`src/rtl/alu_pkg.sv`:
```
// Shared opcode constants and FSM state encoding for the sequential ALU.
package alu_pkg;

    localparam logic [3:0] OP_AND  = 4'b0000;
    localparam logic [3:0] OP_OR   = 4'b0001;
    localparam logic [3:0] OP_ADD  = 4'b0010;
    localparam logic [3:0] OP_SLTU = 4'b0011;
    localparam logic [3:0] OP_SUB  = 4'b0110;
    localparam logic [3:0] OP_SLT  = 4'b0111;
    localparam logic [3:0] OP_MUL  = 4'b1000;
    localparam logic [3:0] OP_DIVU = 4'b1001;
    localparam logic [3:0] OP_NOR  = 4'b1100;

    typedef enum logic [1:0] {
        ST_IDLE = 2'b00,
        ST_MUL  = 2'b01,
        ST_DIV  = 2'b10,
        ST_FIN  = 2'b11
    } state_t;

endpackage

```
`src/rtl/alu_iter.sv`:
```
// Iterative datapath shared by unsigned shift-add multiply and restoring divide.
// One bit per step; result is the value the registers take after the current step.
module alu_iter #(
    parameter int WIDTH = 32,
    parameter int CNTW  = 6
) (
    input  logic             clk,
    input  logic             rst_n,
    input  logic             load,
    input  logic             step,
    input  logic             div,
    input  logic [WIDTH-1:0] a,
    input  logic [WIDTH-1:0] b,
    output logic             last,
    output logic [WIDTH-1:0] result
);

    // hi: product accumulator / remainder, lo: multiplier / quotient, m: multiplicand / divisor
    logic [WIDTH-1:0] hi, lo, m;
    logic [CNTW-1:0]  count;
    logic [WIDTH:0]   shifted, diff;
    logic [WIDTH-1:0] hi_next, lo_next, m_next;

    always_comb begin
        shifted = {hi, lo[WIDTH-1]};
        diff    = shifted - {1'b0, m};
        if (div) begin
            // A borrow out of the trial subtraction means restore the shifted remainder
            if (diff[WIDTH]) begin
                hi_next = shifted[WIDTH-1:0];
                lo_next = {lo[WIDTH-2:0], 1'b0};
            end else begin
                hi_next = diff[WIDTH-1:0];
                lo_next = {lo[WIDTH-2:0], 1'b1};
            end
            m_next = m;
        end else begin
            hi_next = lo[0] ? hi + m : hi;
            lo_next = lo >> 1;
            m_next  = m << 1;
        end
    end

    assign result = div ? lo_next : hi_next;
    assign last   = (count == CNTW'(WIDTH - 1));

    always_ff @(posedge clk or negedge rst_n) begin
        if (!rst_n) begin
            hi    <= '0;
            lo    <= '0;
            m     <= '0;
            count <= '0;
        end else if (load) begin
            hi    <= '0;
            lo    <= div ? a : b;
            m     <= div ? b : a;
            count <= '0;
        end else if (step) begin
            hi    <= hi_next;
            lo    <= lo_next;
            m     <= m_next;
            count <= count + 1'b1;
        end
    end

endmodule

```
`src/rtl/alu_seq.sv`:
```
// Sequential ALU: single-cycle logic/arithmetic ops plus multi-cycle MUL and DIVU,
// with registered result, zero flag and divide-by-zero flag.
module alu_seq
    import alu_pkg::*;
#(
    parameter int WIDTH = 32,
    parameter int CNTW  = 6
) (
    input  logic             clk,
    input  logic             rst_n,
    input  logic             start,
    input  logic [3:0]       gin,
    input  logic [WIDTH-1:0] a,
    input  logic [WIDTH-1:0] b,
    output logic [WIDTH-1:0] sum,
    output logic             zout,
    output logic             dz,
    output logic             busy,
    output logic             done
);

    state_t           state;
    logic             div_zero;
    logic             accept, iter_load, iter_step, iter_div, iter_last;
    logic [WIDTH-1:0] iter_result, quick_result, diff;

    // Start is honoured whenever no multi-cycle op is running, including the FIN cycle
    assign accept    = start && (state == ST_IDLE || state == ST_FIN);
    assign iter_load = accept && (gin == OP_MUL || gin == OP_DIVU);
    assign iter_step = (state == ST_MUL) || (state == ST_DIV && !div_zero);
    assign iter_div  = iter_load ? (gin == OP_DIVU) : (state == ST_DIV);
    assign diff      = a + ~b + 1'b1;

    always_comb begin
        quick_result = '0;
        case (gin)
            OP_ADD:  quick_result = a + b;
            OP_SUB:  quick_result = diff;
            // Differing signs decide directly; otherwise the difference cannot overflow
            OP_SLT:  quick_result = WIDTH'((a[WIDTH-1] ^ b[WIDTH-1]) ? a[WIDTH-1] : diff[WIDTH-1]);
            OP_SLTU: quick_result = WIDTH'(a < b);
            OP_AND:  quick_result = a & b;
            OP_OR:   quick_result = a | b;
            OP_NOR:  quick_result = ~(a | b);
            default: quick_result = '0;
        endcase
    end

    alu_iter #(.WIDTH(WIDTH), .CNTW(CNTW)) u_iter (
        .clk    (clk),
        .rst_n  (rst_n),
        .load   (iter_load),
        .step   (iter_step),
        .div    (iter_div),
        .a      (a),
        .b      (b),
        .last   (iter_last),
        .result (iter_result)
    );

    always_ff @(posedge clk or negedge rst_n) begin
        if (!rst_n) begin
            state    <= ST_IDLE;
            sum      <= '0;
            zout     <= 1'b1;
            dz       <= 1'b0;
            busy     <= 1'b0;
            done     <= 1'b0;
            div_zero <= 1'b0;
        end else begin
            done <= 1'b0;
            case (state)
                ST_IDLE, ST_FIN: begin
                    state <= ST_IDLE;
                    if (start) begin
                        case (gin)
                            OP_MUL: begin
                                state <= ST_MUL;
                                busy  <= 1'b1;
                            end
                            OP_DIVU: begin
                                state    <= ST_DIV;
                                busy     <= 1'b1;
                                div_zero <= (b == '0);
                            end
                            default: begin
                                state <= ST_FIN;
                                done  <= 1'b1;
                                sum   <= quick_result;
                                zout  <= (quick_result == '0);
                                dz    <= 1'b0;
                            end
                        endcase
                    end
                end
                ST_MUL, ST_DIV: begin
                    if (state == ST_DIV && div_zero) begin
                        state <= ST_FIN;
                        busy  <= 1'b0;
                        done  <= 1'b1;
                        sum   <= '1;
                        zout  <= 1'b0;
                        dz    <= 1'b1;
                    end else if (iter_last) begin
                        state <= ST_FIN;
                        busy  <= 1'b0;
                        done  <= 1'b1;
                        sum   <= iter_result;
                        zout  <= (iter_result == '0);
                        dz    <= 1'b0;
                    end
                end
                default: state <= ST_IDLE;
            endcase
        end
    end

endmodule

```
`config.mk`:
```
export PLATFORM = sky130hd
export DESIGN_NAME = alu_seq
export DESIGN_NICKNAME = d
export VERILOG_FILES = /design/src/rtl/alu_pkg.sv /design/src/rtl/alu_iter.sv /design/src/rtl/alu_seq.sv
export SDC_FILE = /design/constraint.sdc
export NUM_CORES = 1
export LEC_CHECK = 0
export BUFFER_PORTS_ARGS = -buffer_cell sky130_fd_sc_hd__buf_2
export CELL_PAD_IN_SITES_DETAIL_PLACEMENT = 1
export CELL_PAD_IN_SITES_GLOBAL_PLACEMENT = 1
export CORE_ASPECT_RATIO = 0.8
export CORE_UTILIZATION = 47
export DETAILED_ROUTE_END_ITERATION = 12
export PLACE_DENSITY_LB_ADDON = 0.1
export SLEW_MARGIN = 30
export SYNTH_ARGS = -nofsm -noshare
export SYNTH_HDL_FRONTEND = slang
export SYNTH_SLANG_ARGS = --single-unit
```
`constraint.sdc`:
```
create_clock -name clk -period 4.3 [get_ports clk]
set_input_delay 0.86 -clock clk [delete_from_list [all_inputs] [get_ports clk]]
set_output_delay 0.86 -clock clk [all_outputs]
set_load 0.01 [all_outputs]
```
==> out/qor.yml <==
floorplanning:
  dieArea_um2: 37500
  die_x_um: 216
  fp.coreArea_um2: 36100
  start_util_pct: 47.9
  rows: 62
  die_h_um: 173
  ios: 107
setup_path:
  worst_r2r_path_depth: 15
  critPathCaptureType: "flip-flop"
  path_max_fanout: 6
  reg2reg_slack_ps: -120
  crit_path_start_kind: "flip-flop"
  critPathKind: "flip-flop to flip-flop"
  cp.arrival_ps: 4800
  cp.required_ps: 4680
power:
  vdd_ir_drop_max_mv: 0.541
  pwr_density_cell_nw_per_um2: 798
  p_leak_nw: 10.0
  power_w: 0.0174
synth:
  syn-cell-area_um2: 17300
  async_flop_share_pct: 100
  synth.distinct_cells: 88
  synth_common_cells: "nand2_1 (246), o21ai_0 (215), nor2_1 (204), a21oi_1 (174), ha_1 (172)"
  yosys.area.top_type: "dfrtp_1"
  synthCells: 2318
  netlist_top_cells_area: "dfrtp_1 (20%), ha_1 (12%), o21ai_0 (6.2%)"
  synth_top_area_share_pct: 20.3
  synthFlopType: "dfrtp_1"
  yosysWarnings: 0
  synth_edf_count: 0
  synthesis.nets: 2566
  synth.avg_cell_area_um2: 7.45
  ys_seq_area_share_pct: 20.4
  synth-seq-cells: 141
  yosysMostFrequentCell: "nand2_1"
global_routing:
  grtUsageTotal_pct: 43.9
  grt_start_max_net_pins: 94
  grt_overflow: 0
  antenna_found_initial: 2
  grt_pass1_wl_um: 128000
  grt_pass1_vias: 21800
outcome:
  violations: "negative setup slack"
  status: "finished, violations left"
clocking:
  clockBufferDepth: 2
  cts_buffers: 17
  htreeDepth: 4
  clock-sinks: 141
  clk_pin_slew_ps: 60
  cts_tree: "built"
  cts-root-buf: "clkbuf_16"
  clock_latency_ps: 450
sta:
  period_needed_ps: 4420
  finalSetupViolCount: 1
  hold_viol: 0
  maxSlewViolCount: 0
  fin_crit_sh_pct: 103
  worstMarginPinSlew_ps: 883
  clock.fmax_ghz: 0.226
  finalClockSkew_ps: 13.3
  finalWorstSetupSlack_ps: -118
  rsz0062_at_grt: "true"
  slew_headroom_pct: 40.8
finish:
  finalNetCount: 2916
  fillers: 4573
  area_growth_pct: 26.2
  multi_input_area_um2: 13100
  diodes: 0
  layout-drive-gt1-share_pct: 23.0
  stdcell_area_um2: 21800
  regArea_um2: 3530
drt:
  vias_per_cell: 6.73
  dr_total_vias: 21300
  drc: 0
  drtIter0Drc: 2326
  ant_nets: 0
  dr.pass1.iters: 6
  wl_per_cell_um: 27.1
  wl_um: 85800
min_path:
  hold_path_class: "primary input to asynchronous set/reset pin"
placed_design:
  routabilityCongestion: 0.982
  numPortBuffers: 106
  dpl_cell_area_um2: 20600
  dp_hpwl_um: 63200
run:
  drv_cap: 0
[critical path, stage by stage (launching register included)]
cell and delay, ps:
dfrtp_1 440, ha_1 420, a21o_1 210, a21o_1 200, a2111oi_1 800, o31a_1 300, o21a_1 200, xnor2_1 80
a211oi_1 240, buf_4 170, o21bai_1 220, nand4b_1 240, nor4_2 390, and4_1 260, a32oi_1 100, o21ai_1 100
[sequential cells by signal, summed over array words and instances (netlist names)]
register      count
u_iter.lo        32
zout              1
u_iter.count      6
u_iter.hi        32
state             2
done              1
div_zero          1
sum              32
busy              1
dz                1
u_iter.m         32
[cells by family (layout without fill, tap and decap cells)]
logic type               after synthesis  in the layout  share of synthesized area, %
AO/OA/AOI/OAI                        863            863                          33.1
AND/OR/NAND/NOR                      706            706                          18.8
buffers and inverters                283            646                          6.36
adder cells (fa/ha/maj)              177            177                          13.0
flip-flops                           141            141                          20.4
multiplexers                          82             82                          4.77
XOR/XNOR                              66             66                          3.46
[power by group]
part           internal, W  switching (W)  leakage [nW]
clock network     0.000914       0.000632         0.284
logic              0.00508        0.00787          8.03
registers          0.00198       0.000905          1.70
total              0.00797        0.00941          10.0
[final cells by class]
class	count	share of cell area, %
sequential	141	16.2
timing repair buffer	472	15.7
clock buffer	26	2.29
multi-input combinational	1894	60.1
tap	480	2.76
clock inverter	6	0.379
inverter	142	2.55
[placed cells by master, fill, tap and decap left out, types with 26 or more instances in the layout]
cell,count
xor2_1,27
inv_1,123
o211ai_1,91
a31oi_1,27
a21oi_1,169
buf_4,361
o21ai_0,212
nor2_1,198
a221oi_1,40
buf_2,95
ha_1,158
nand3_1,47
a211oi_1,33
nand2b_1,26
nand2_1,245
a21o_1,62
dfrtp_1,137
mux2i_1,80
nor3_1,38
xnor2_1,38
o21a_1,26
[worst paths after layout]
path                         startpoint             to
min                               rst_n   u_iter.lo[5]
min reg2reg                     sum[25]        sum[25]
max                        u_iter.m[15]           zout
max reg2reg                u_iter.m[15]           zout
min in group clk                sum[25]        sum[25]
max in group asynchronous         rst_n  u_iter.hi[20]
[layer usage]
| metal | wire length, um | track usage (%) |
|---|---|---|
| met1 | 35000 | 57.1 |
| met2 | 39100 | 71.3 |
| met3 | 6270 | 5.84 |
| met4 | 5480 | 22.4 |
| met5 | 0 | 0 |
[through the flow]
step           std cells  setup WS, ps  TNS (ps)  hold WS (ps)  util (%)
6_report            3161          -118      -118           467      60.4
5_1_grt             3161          -193      -341           518      60.4
4_1_cts             3150         -41.0     -50.3           483      58.9
3_5_place_dp        3113          -720     -3530           461      57.1
3_3_place_gp        3112          -407     -1420           463      57.0
2_1_floorplan       2318          63.3         0           471         -
[what timing repair did]
action	CTS	global route
setup buffers	5	13
setup endpoints to repair	3	29
hold buffers	0	0
pin swaps	6	33
resized for setup	13	108
No activity file was read; power rests on OpenSTA's default activity.
